===== config.mk =====
export PLATFORM = sky130hd
export DESIGN_NAME = uart_tx_serializer
export DESIGN_NICKNAME = d
export VERILOG_FILES = /design/src/rtl/uart_pkg.sv /design/src/rtl/uart_tx_req_fifo.sv /design/src/rtl/uart_tx_serializer.sv
export SDC_FILE = /design/constraint.sdc
export NUM_CORES = 1
export LEC_CHECK = 0
export BUFFER_PORTS_ARGS = -buffer_cell sky130_fd_sc_hd__buf_4
export CORE_ASPECT_RATIO = 2
export CORE_MARGIN = 5
export CORE_UTILIZATION = 35
export CTS_CLUSTER_SIZE = 10
export DETAILED_ROUTE_END_ITERATION = 10
export PLACE_DENSITY_LB_ADDON = 0.25
export REMOVE_ABC_BUFFERS = 1
export SYNTH_ARGS = -nofsm -noshare
export SYNTH_HDL_FRONTEND = slang
export SYNTH_SLANG_ARGS = --single-unit
export TNS_END_PERCENT = 50

===== constraint.sdc =====
create_clock -name clock -period 13.6 [get_ports clock]
set_clock_uncertainty 0.2 [all_clocks]
set_input_delay 1.36 -clock clock [delete_from_list [all_inputs] [get_ports clock]]
set_output_delay 1.36 -clock clock [all_outputs]
set_load 0.1 [all_outputs]

===== src/rtl/uart_pkg.sv =====
// uart_pkg: shared state encoding, mode constants and request-entry format for the UART TX path
package uart_pkg;
    typedef enum logic [2:0] {
        S_IDLE  = 3'd0,
        S_LOAD  = 3'd1,
        S_START = 3'd2,
        S_DATA  = 3'd3,
        S_STOP  = 3'd4
    } state_t;
    localparam logic MODE_WORD = 1'b1;
    localparam logic MODE_BYTE = 1'b0;
    localparam int CLKS_PER_BIT_DEFAULT = 868;
    localparam int ENTRY_W = 33;
    typedef logic [ENTRY_W-1:0] entry_t;
    // A queue entry is {mode, payload}; byte requests carry the byte zero-extended
    function automatic entry_t pack_req(input logic mode, input logic [31:0] word, input logic [7:0] data);
        return {mode, (mode == MODE_BYTE) ? {24'h0, data} : word};
    endfunction
endpackage


===== src/rtl/uart_tx_req_fifo.sv =====
// uart_tx_req_fifo: synchronous request FIFO using extra-bit pointers for full/empty
module uart_tx_req_fifo #(
    parameter int DEPTH = 4,
    parameter int WIDTH = 33
) (
    input  logic             clock,
    input  logic             reset,
    input  logic             push,
    input  logic             pop,
    input  logic [WIDTH-1:0] din,
    output logic [WIDTH-1:0] dout,
    output logic             full,
    output logic             empty
);
    localparam int AW = $clog2(DEPTH);
    logic [WIDTH-1:0] mem_q [DEPTH];
    logic [AW:0] wr_ptr_q, wr_ptr_d, rd_ptr_q, rd_ptr_d;
    logic do_push, do_pop;
    assign empty = wr_ptr_q == rd_ptr_q;
    assign full = (wr_ptr_q[AW] != rd_ptr_q[AW]) && (wr_ptr_q[AW-1:0] == rd_ptr_q[AW-1:0]);
    assign dout = mem_q[rd_ptr_q[AW-1:0]];
    // a push into a full queue is still taken when the same edge pops the head
    always_comb begin
        do_pop = pop && !empty;
        do_push = push && (!full || do_pop);
        wr_ptr_d = wr_ptr_q + {{AW{1'b0}}, do_push};
        rd_ptr_d = rd_ptr_q + {{AW{1'b0}}, do_pop};
    end
    // pointer registers; they alone define which slots hold valid data
    always_ff @(posedge clock or posedge reset) begin
        if (reset) begin
            wr_ptr_q <= '0;
            rd_ptr_q <= '0;
        end else begin
            wr_ptr_q <= wr_ptr_d;
            rd_ptr_q <= rd_ptr_d;
        end
    end
    // payload storage needs no reset
    always_ff @(posedge clock) begin
        if (do_push) mem_q[wr_ptr_q[AW-1:0]] <= din;
    end
endmodule


===== src/rtl/uart_tx_serializer.sv =====
// uart_tx_serializer: queues byte/word send requests and emits them as 8N1 UART frames
module uart_tx_serializer
    import uart_pkg::*;
#(
    parameter int CLKS_PER_BIT = CLKS_PER_BIT_DEFAULT,
    parameter int QUEUE_DEPTH  = 4
) (
    input  logic        clock,
    input  logic        reset,
    input  logic        enable,
    input  logic        i_mode_select,
    input  logic [31:0] i_word,
    input  logic [7:0]  i_byte,
    output logic        o_serial,
    output logic        o_done,
    output logic        o_busy,
    output logic        o_overflow
);
    localparam int BW = $clog2(CLKS_PER_BIT);
    localparam logic [BW-1:0] BAUD_LAST = BW'(CLKS_PER_BIT - 1);
    state_t state_q, state_d;
    logic [BW-1:0] baud_q, baud_d;
    logic [2:0] bit_q, bit_d;
    logic [1:0] byte_idx_q, byte_idx_d;
    logic [1:0] last_q, last_d;
    logic [23:0] rest_q, rest_d;
    logic [7:0] shift_q, shift_d;
    logic serial_q, serial_d, done_q, done_d, ovf_q, ovf_d;
    logic fifo_pop, fifo_full, fifo_empty, baud_end, head_word;
    entry_t head;
    uart_tx_req_fifo #(.DEPTH(QUEUE_DEPTH), .WIDTH(ENTRY_W)) u_fifo (
        .clock(clock),
        .reset(reset),
        .push(enable),
        .pop(fifo_pop),
        .din(pack_req(i_mode_select, i_word, i_byte)),
        .dout(head),
        .full(fifo_full),
        .empty(fifo_empty)
    );
    assign fifo_pop = state_q == S_LOAD;
    assign baud_end = baud_q == BAUD_LAST;
    assign head_word = head[32] == MODE_WORD;
    assign o_serial = serial_q;
    assign o_done = done_q;
    assign o_overflow = ovf_q;
    assign o_busy = !fifo_empty || (state_q != S_IDLE);
    // next-state logic: the current byte shifts out LSB first, later word bytes wait in rest_q
    always_comb begin
        state_d = state_q;
        baud_d = baud_q;
        bit_d = bit_q;
        byte_idx_d = byte_idx_q;
        last_d = last_q;
        rest_d = rest_q;
        shift_d = shift_q;
        serial_d = serial_q;
        done_d = 1'b0;
        ovf_d = enable && fifo_full && !fifo_pop;
        if (state_q inside {S_START, S_DATA, S_STOP}) baud_d = baud_end ? '0 : baud_q + BW'(1);
        case (state_q)
            S_IDLE: state_d = fifo_empty ? S_IDLE : S_LOAD;
            S_LOAD: begin
                state_d = S_START;
                serial_d = 1'b0;
                baud_d = '0;
                byte_idx_d = '0;
                last_d = head_word ? 2'd3 : 2'd0;
                rest_d = head[23:0];
                shift_d = head_word ? head[31:24] : head[7:0];
            end
            S_START: if (baud_end) begin
                state_d = S_DATA;
                bit_d = '0;
                serial_d = shift_q[0];
            end
            S_DATA: if (baud_end) begin
                state_d = (bit_q == 3'd7) ? S_STOP : S_DATA;
                bit_d = bit_q + 3'd1;
                shift_d = shift_q >> 1;
                serial_d = (bit_q == 3'd7) ? 1'b1 : shift_q[1];
            end
            S_STOP: if (baud_end) begin
                state_d = (byte_idx_q == last_q) ? S_IDLE : S_START;
                done_d = byte_idx_q == last_q;
                serial_d = byte_idx_q == last_q;
                byte_idx_d = byte_idx_q + 2'd1;
                shift_d = rest_q[23:16];
                rest_d = {rest_q[15:0], 8'h00};
            end
            default: state_d = S_IDLE;
        endcase
    end
    // FSM, datapath and registered outputs; reset idles the line high
    always_ff @(posedge clock or posedge reset) begin
        if (reset) begin
            state_q <= S_IDLE;
            baud_q <= '0;
            bit_q <= '0;
            byte_idx_q <= '0;
            last_q <= '0;
            rest_q <= '0;
            shift_q <= '0;
            serial_q <= 1'b1;
            done_q <= 1'b0;
            ovf_q <= 1'b0;
        end else begin
            state_q <= state_d;
            baud_q <= baud_d;
            bit_q <= bit_d;
            byte_idx_q <= byte_idx_d;
            last_q <= last_d;
            rest_q <= rest_d;
            shift_q <= shift_d;
            serial_q <= serial_d;
            done_q <= done_d;
            ovf_q <= ovf_d;
        end
    end
endmodule


==> flow_summary.ini <==
[outcome]
status = finished, final reports clean

[placement]
dp_hpwl_um = 10000
routabilityCongestion = 0.757
place_ws_ns = 10.18
dp.cells = 800
numPortBuffers = 47
placed_cell_area_um2 = 8690

[setup_path]
crit_path_end_kind = output pin
crit_type = register to output pin
cp-start-kind = register
required_ns = 12.04
rr_startpoint = state_q[0]$_DFFE_PP0P_
r2r-end = u_fifo.mem_q[2][16]$_DFFE_PP_
reg2regPathDepth = 4
arrival_ns = 2.23
cp_max_fo = 35
reg2reg_setup_slack_ns = 10.51

[flow_run]
max_cap_viol_count = 0

[clock_tree]
root_buffer = clkbuf_16
hold_buffers = 0
cts-htree-levels = 4
clk_pin_slew_ns = 0.07
clk_path_buf_depth = 2
tritoncts = done
numCtsBuffers = 17
cts_sinks = 192
post-cts-setup-buffer-count = 0
worstSkewPairLatency_ns = 0.43
cts_resized = 0

[die]
core-area_um2 = 22700
fp.dieH_um = 225
num_io_pins = 48
die_x_um = 117
die-area_um2 = 26400
start_util_pct = 35.5
row_count = 78

[cells_and_area]
multi_input_area_um2 = 2450
seq_area_um2 = 5470
nNetsFinal = 590
drive_gt1_share_pct = 25.5
antenna_cells = 0
syn_to_final_growth_pct = 14.6
final_util_pct = 40.7
n_fill_cell = 2043
final_cell_area_um2 = 9250
fin_cells = 832

[sta]
rsz0062_at_grt = no
fin_crit_sh_pct = 27.9
fmax_mhz = 264
finalHoldViolCount = 0
setup_ws_ns = 9.81
maxSlewViolCount = 0
period_needed_ns = 3.79
setup_viol = 0
worst_pin_slew_ns = 1.11
slew_headroom_pct = 26.0
fin_tns_setup_ns = 0

[synthesis]
async_flop_share_pct = 31.3
synthTopCellsByCount = edfxtp_1, dfrtp_1, o21ai_0
ys_warn_count = 0
synth_edf_count = 132
synthMuxAreaShare_pct = 13.4
synthAdderAreaFrac_pct = 1.09
syn_inst = 497
synth-compound-area-share_pct = 7.35
yosys.cell_count.top_type = edfxtp_1
netlist_top_cells_area = edfxtp_1, dfrtp_1, mux4_2, mux2i_1, o21ai_0
netlist.area_leader.share_pct = 49.1
synth_largest_area_cell = edfxtp_1
synth.distinct_cells = 47
synth_seq_cells = 192
synthXorXnorAreaFrac_pct = 0.977
yosys.area_share.simple_pct = 7.24
synth_top_family_by_area = multiplexers
avgSynthCellArea_um2 = 16.2
synth-seq-area-share_pct = 67.7
dominantRegCellSynth = edfxtp_1
syn-cell-area_um2 = 8070

[min_path]
min_path_cells = 2
min-delay-start = rest_q[14]$_DFFE_PP0P_
worstHoldPathType = register to register
min_to = rest_q[14]$_DFFE_PP0P_

[grt]
grt_antenna_before_repair = 0
grt_use_total_pct = 12.4
grt_pass1_wl_um = 25300
grt_pass1_vias = 4682
grt_overflow = 0
grt_max_degree = 61

[routing]
routedWlPerCell_um = 18.7
drc_errors = 0
drt_pass1_iterations = 4
vias_per_cell = 5.09
via_count = 4239
drt-initial-drc-count = 266
drt-total-wl_um = 15600
drtAntennaViolNets = 0

[pwr]
powerDensity_nw_per_um2 = 203
power.leakage_nw = 3.50
ir_drop_mv = 0.119
critical path, cell delays in order, from the launching register on:
cell and delay [ns]:
dfrtp_2 0.34, buf_4 0.57, xnor2_1 0.23, nand2_1 0.12, nor2_1 0.18, nand3b_1 0.11, buf_4 0.25
kinds of logic after synthesis:
group           after synthesis
fa+ha+maj                     7
compound gates               83
simple gates                105
xor+xnor                      9
mux                          66
buf+inv                      35
flops                       192
sequential cells by signal, summed over array words and instances (netlist names):
register	count
u_fifo.mem_q	132
byte_idx_q	2
o_overflow	1
u_fifo.wr_ptr_q	3
u_fifo.rd_ptr_q	3
baud_q	10
rest_q	24
bit_q	3
state_q	3
last_q	1
o_done	1
shift_q	8
o_serial	1
final cells by class:
class	count	area share [%]
repair buffers	55	4.46
multi-input cells	270	26.5
well taps	280	3.79
clock buffers	22	4.91
flip-flops and latches	192	59.1
clock inverters	10	1.11
inverters	3	0.122
layer usage:
layer / vias to the layer above / part of all wire, % / GRT usage [%]
li1: 2007 / - / -
met1: 2166 / 38 / 13.2
met3: 14 / 2.2 / 2.72
met5: - / 0 / 0
met2: 52 / 58 / 23.4
met4: 0 / 2.0 / 5.21
report_power, final:
group	switching [W]	internal (W)
logic	0.000310	0.000236
clock network	0.000210	0.000260
registers	0.0000720	0.000794
total	0.000592	0.00129
worst max path at each step:
stage,startpoint,end
floorplan,u_fifo.rd_ptr_q[0]$_DFF_PP0_,u_fifo.mem_q[0][0]$_DFFE_PP_
finish,u_fifo.rd_ptr_q[0]$_DFF_PP0_,o_busy
CTS,u_fifo.rd_ptr_q[0]$_DFF_PP0_,o_busy
detailed placement,enable,u_fifo.mem_q[1][15]$_DFFE_PP_
global route,u_fifo.rd_ptr_q[0]$_DFF_PP0_,o_busy
global placement,enable,u_fifo.mem_q[1][23]$_DFFE_PP_
through the flow:
stage	power (W)	hold slack [ns]
after floorplan	0.00126	0.249
after global placement	0.00142	0.260
after detailed placement	0.00144	0.270
after CTS	0.00192	0.285
after global routing	0.00200	0.307
final	0.00188	0.281
placed cells by master (no fill, tap or decap), drive strengths merged, types with 3 or more instances in the layout:
cell	netlist	routed
o21ai	36	36
a22oi	7	7
buf	20	55
nand2	35	35
a21oi	5	5
nand4	3	3
xnor2	4	4
nand3	3	3
inv	3	7
dfrtp	59	59
a31oi	7	7
nor3	4	4
and3	5	5
nand2b	5	5
edfxtp	132	132
clkbuf	12	22
o221ai	8	8
a22o	11	11
clkinv	0	4
and2	26	26
xor2	5	5
nor3b	5	5
a41oi	4	4
nor2	8	8
nor2b	3	3
mux2	9	9
mux4	33	33
ha	7	7
mux2i	24	24
(Power assumes the default switching activity.)
